File: config.mk
export PLATFORM = sky130hd
export DESIGN_NAME = mux_f_tree
export DESIGN_NICKNAME = d
export VERILOG_FILES = /design/src/rtl/mux_f_tree.sv
export SDC_FILE = /design/constraint.sdc
export NUM_CORES = 1
export LEC_CHECK = 0
export CAP_MARGIN = 20
export CORE_MARGIN = 2
export CORE_UTILIZATION = 47
export CTS_CLUSTER_SIZE = 40
export DETAILED_ROUTE_END_ITERATION = 7
export PLACE_DENSITY_LB_ADDON = 0.1
export SYNTH_ARGS = -nofsm -noshare
export SYNTH_HDL_FRONTEND = slang
export SYNTH_SLANG_ARGS = --single-unit
File: constraint.sdc
create_clock -name clk -period 1.9 [get_ports clk]
set_clock_uncertainty 0.15 [all_clocks]
set_input_delay 0.38 -clock clk [delete_from_list [all_inputs] [get_ports clk]]
set_output_delay 0.38 -clock clk [all_outputs]
set_load 0.03 [all_outputs]
File: src/rtl/mux_f_tree.sv
// mux_f_tree: F7/F8/F9-style mux tree with one enable per node, a selectable
// output register per output, and a length-checked serial configuration chain.
// Sits between the LUT array and the slice output/routing mux.
module mux_f_tree #(
    parameter int unsigned MUX_LEVEL = 3
) (
    input  logic                          clk,
    input  logic                          rst_n,
    input  logic [(1 << MUX_LEVEL)-1:0]   luts_out,
    input  logic [MUX_LEVEL-1:0]          addr,
    input  logic                          ce,
    output logic [(1 << MUX_LEVEL)-1:0]   out,
    input  logic                          cfg_shift,
    input  logic                          cfg_in,
    output logic                          cfg_out,
    input  logic                          cfg_commit,
    output logic                          cfg_err
);

    localparam int unsigned NUM_LUTS = 2 ** MUX_LEVEL;
    localparam int unsigned CFG_BITS = 2 * NUM_LUTS - 1;
    localparam int unsigned CNT_W    = $clog2(CFG_BITS + 2);
    localparam int unsigned LUT_IW   = MUX_LEVEL;
    localparam int unsigned CFG_IW   = $clog2(CFG_BITS);
    localparam int unsigned LVL_IW   = (MUX_LEVEL > 1) ? $clog2(MUX_LEVEL) : 1;

    typedef enum logic [1:0] {
        S_EMPTY   = 2'd0,
        S_PARTIAL = 2'd1,
        S_FULL    = 2'd2,
        S_OVER    = 2'd3
    } cnt_state_t;

    cnt_state_t             r_state;
    cnt_state_t             w_state_nxt;
    logic [CNT_W-1:0]       r_cnt;
    logic [CNT_W-1:0]       w_cnt_nxt;
    logic [CFG_BITS-1:0]    r_shadow;
    logic [CFG_BITS-1:0]    w_shadow_nxt;
    logic [CFG_BITS-1:0]    r_active;
    logic [CFG_BITS-1:0]    w_active_nxt;
    logic                   r_err;
    logic                   w_err_nxt;
    logic [NUM_LUTS-1:0]    r_oreg;
    logic [NUM_LUTS-1:0]    w_pre;
    logic [NUM_LUTS-1:0]    w_reg_en;

    // Tree evaluated in place: a level-L node at position j overwrites slot j,
    // leaving every slot i holding v(tz(i), i) and slot 0 holding the root.
    always_comb begin
        w_pre = luts_out;
        for (int l = 1; l <= int'(MUX_LEVEL); l++) begin
            for (int j = 0; j < int'(NUM_LUTS); j += (1 << l)) begin
                if (r_active[CFG_IW'(int'(NUM_LUTS) - (1 << (int'(MUX_LEVEL) - l + 1)) + (j >> l))]
                    && addr[LVL_IW'(l - 1)]) begin
                    w_pre[LUT_IW'(j)] = w_pre[LUT_IW'(j + (1 << (l - 1)))];
                end
            end
        end
    end

    // Per-output choice between the live tree value and its register.
    assign w_reg_en = r_active[CFG_BITS-1 -: NUM_LUTS];
    assign out      = (w_reg_en & r_oreg) | (~w_reg_en & w_pre);
    assign cfg_out  = r_shadow[0];
    assign cfg_err  = r_err;

    // Output registers track the tree whenever ce is high, enabled or not.
    always_ff @(posedge clk or negedge rst_n) begin
        if (!rst_n) begin
            r_oreg <= '0;
        end else if (ce) begin
            r_oreg <= w_pre;
        end
    end

    // Config chain next state: commit has priority over shift and checks the
    // pre-edge count; the counter saturates one past a full load.
    always_comb begin
        w_state_nxt  = r_state;
        w_cnt_nxt    = r_cnt;
        w_shadow_nxt = r_shadow;
        w_active_nxt = r_active;
        w_err_nxt    = r_err;
        if (cfg_commit) begin
            w_cnt_nxt = '0;
            if (r_state == S_FULL) begin
                w_active_nxt = r_shadow;
                w_err_nxt    = 1'b0;
            end else begin
                w_err_nxt    = 1'b1;
            end
        end else if (cfg_shift) begin
            w_shadow_nxt = {cfg_in, r_shadow[CFG_BITS-1:1]};
            if (r_state != S_OVER) begin
                w_cnt_nxt = r_cnt + CNT_W'(1);
            end
        end
        if (w_cnt_nxt == '0) begin
            w_state_nxt = S_EMPTY;
        end else if (w_cnt_nxt == CNT_W'(CFG_BITS)) begin
            w_state_nxt = S_FULL;
        end else if (w_cnt_nxt == CNT_W'(CFG_BITS + 1)) begin
            w_state_nxt = S_OVER;
        end else begin
            w_state_nxt = S_PARTIAL;
        end
    end

    // Config chain state register; reset discards any partial load.
    always_ff @(posedge clk or negedge rst_n) begin
        if (!rst_n) begin
            r_state  <= S_EMPTY;
            r_cnt    <= '0;
            r_shadow <= '0;
            r_active <= '0;
            r_err    <= 1'b0;
        end else begin
            r_state  <= w_state_nxt;
            r_cnt    <= w_cnt_nxt;
            r_shadow <= w_shadow_nxt;
            r_active <= w_active_nxt;
            r_err    <= w_err_nxt;
        end
    end

endmodule
==> out/summary.txt <==
Via-to-Cell Ratio - 5.06
DPL Wire Length - 2340 um
DRT antenna net count - 0
Placement Rows - 22
share of the synthesized netlist area taken by xor and xnor gates - 0.00978
first-pass iteration count of the detailed router - 4
Pleak - 0.00117 uW
Unique masters post-synth - 25
async set or reset register ratio after synthesis - 1.00
Adder-Cell Fraction of Synth Area - 0.00698
layout-stage area growth over the synthesis result - 31.2%
biggest cell delay along the critical path - 0.45 ns
cell taking the most area after synthesis - dfrtp_1
max frequency - 507 MHz
All-Layer GR Usage - 0.167
largest cells by area after synthesis - dfrtp_1 (59%), mux2_2 (25%), mux2i_1 (3.9%)
Slew @ Worst Pin - 0.456 ns
number of nets in the layout - 192
die outline area - 0.00432 sq mm
Worst-Skew Late Latency - 0.29 ns
number of port buffers - 25
wire length of the first global-routing pass - 5260 um
Total Wirelength - 3140 um
post-route DRC violation count - 0
hold violation count in the final report - 0
met2 GRT Util - 0.266
Compound-Gate Fraction of Synth Area - 0.0307
clock tree from TritonCTS - built
CTS Buffer Depth - 2
power density normalized to cell area - 892 mW/mm^2
Worst path slowest cell - clkdlybuf4s50_1
RSZ-0062 raised after global routing - yes
failing checks - negative setup slack
Max VDD drop - 646 uV
clock transition at the register clock pins on the worst setup and hold paths after CTS - 0.07 ns
share of cells above drive strength 1 - 0.463
Max Slew Vio Count - 0
combinational family with the most area after synthesis - multiplexers
initial standard-cell utilization of the core - 0.489
Max-slew headroom - 0.696
most frequent cell after synthesis - dfrtp_1
commonest cells in the netlist - dfrtp_1 (42), mux2_2 (39), mux2i_1 (7)
EDFF count, synth - 0
multiplexer share of the synthesized area - 0.284
number of CTS-inserted buffers - 5
setup TNS - -0.0927 ns
run status - finished with violations
final global-route overflow total - 0
GRT met1 Usage - 0.207
maximum number of pins on one net before global-route repair - 22
data required time at the worst endpoint - 1.37 ns
initial antenna violation count - 0
Chip Width - 65.7 um
Maximum Capacitance Violations - 0
final cycle utilization of the critical path - 1.04
number of global-route vias before repair - 1151
post-synthesis register bit count - 42
share of synthesized area occupied by flip-flops and latches - 0.587
worst setup slack after placement - -0.514 ns
most used routing layer in global routing - met2
Post-Syn Area - 0.00179 sq mm
number of sinks handled by clock tree synthesis - 42
global-route track usage on met3 - 0.0565
setup violation total in the final timing report - 3
area fraction of the dominant cell type after synthesis - 0.587
Ant. Diodes - 0
routed wire length per instance - 14.1 um
Post-synth top flop - dfrtp_1
worst path arrival time - 1.44 ns
worst hold path class - flop to flop
Clock Tree Root - clkbuf_8
initial drt markers - 53
mean instance size in the synthesized netlist - 14.1 sq um
I/O pin total - 27
crit path time final - 1.97 ns
ordered list of cells on the worst path - clkdlybuf4s50_1 -> mux2i_1 -> mux2_4 -> o21ai_2 -> buf_6
Die Height - 65.7 um
cell count after synthesis - 127
via count - 1128
number of H-tree branching levels - 2
yosys warns - 0
smallest setup slack after layout - -0.0727 ns
highest fanout seen on the critical path - 2
element type at the critical path end - output port
crit path launch type - input port
Std-Cell Core Area - 0.00366 sq mm
basic-gate share of the synthesized area counting and, or, nand and nor cells - 0.0573
category of the critical setup timing path - input port to output port
routability congestion estimate from global placement - 0.770
nets in the synthesized netlist - 145
sequential cells by signal, indices dropped and copies added (netlist names):
register and flops:
r_state 2, cfg_err 1, r_active 11, r_shadow 15, r_cnt 5, r_oreg 8
path summary, 6_finish.rpt:
kind                       slack (ns)                       to  cells after the start                 start
max                             -0.07                   out[0]                      5           luts_out[0]
min reg2reg                      0.33      cfg_err$_DFFE_PN0P_                      1   cfg_err$_DFFE_PN0P_
min in group asynchronous        0.42    r_oreg[5]$_DFFE_PN0P_                      2                 rst_n
max reg2reg                     -0.02     r_state[0]$_DFF_PN0_                      5  r_state[1]$_DFF_PN0_
max in group asynchronous        0.63  r_shadow[2]$_DFFE_PN0P_                      3                 rst_n
min                              0.33      cfg_err$_DFFE_PN0P_                      1   cfg_err$_DFFE_PN0P_
routing by layer:
layer | vias up | routed length (um)
met2 | 21 | 1570
met4 | 0 | 68
met1 | 561 | 1360
met5 | - | 0
met3 | 7 | 139
li1 | 539 | -
final cells by class:
cell class | count | area, sq um
Sequential cell | 42 | 1050
Clock buffer | 7 | 86.3
Timing Repair Buffer | 45 | 404
Inverter | 6 | 22.5
Fill cell | 277 | 1310
Multi-Input combinational cell | 74 | 722
Clock inverter | 1 | 5.00
Tap cell | 48 | 60.1
cells in the final DEF, fill, tap and decap left out, types with 2 or more instances in the layout:
master           synthesis  layout
nand2b_1                 2       2
clkdlybuf4s50_1          0       8
nand2_1                  4       3
buf_4                    0      24
dfrtp_1                 42      42
a21oi_1                  2       2
clkbuf_8                 0       6
inv_1                    6       6
nand4_1                  2       2
mux2i_2                  0       2
dlymetal6s2s_1           0       2
mux2i_1                  7       5
mux2_2                  39      38
buf_12                   0       2
dlygate4sd2_1            0       6
nor2_1                   4       4
worst max-delay path, delay by kind of cell:
family / cells / cell delay [ns]
buf+inv: 2 / 0.59
mux: 2 / 0.33
compound gates: 1 / 0.13
cell families (layout without fill, tap and decap cells):
logic type / Yosys count / after routing
multiplexers: 46 / 46
flip-flops: 42 / 42
AND/OR/NAND/NOR: 18 / 18
buffers and inverters: 11 / 59
AO/OA/AOI/OAI: 7 / 7
XOR/XNOR: 2 / 2
adder cells (fa/ha/maj): 1 / 1
stage by stage:
step / utilization / total power [uW] / hold WS (ns) / area [sq um] / instances
2_1_floorplan: - / 1370 / -0.0656 / 1790 / 127
3_3_place_gp: 0.599 / 1520 / 0.199 / 2190 / 210
3_5_place_dp: 0.599 / 1540 / 0.203 / 2190 / 210
4_1_cts: 0.637 / 2130 / 0.335 / 2330 / 222
5_1_grt: 0.642 / 2220 / 0.370 / 2350 / 223
6_report: 0.642 / 2100 / 0.330 / 2350 / 223
power by group:
group          total [uW]  switching [uW]  leakage [uW]  internal, uW
Sequential           1160             104      0.000536          1050
Combinational         365             145      0.000588           220
Clock                 573             280     0.0000482           293
Total                2100             529       0.00117          1570
timing repair:
item / CTS / global route
resized for setup: 12 / 3
pin swaps: 5 / 4
endpoints found under the setup margin: 5 / 5
hold endpoints to repair: 19 / 0
buffers inserted: 3 / 1
hold buffers: 1 / 0
(Power assumes the default switching activity.)
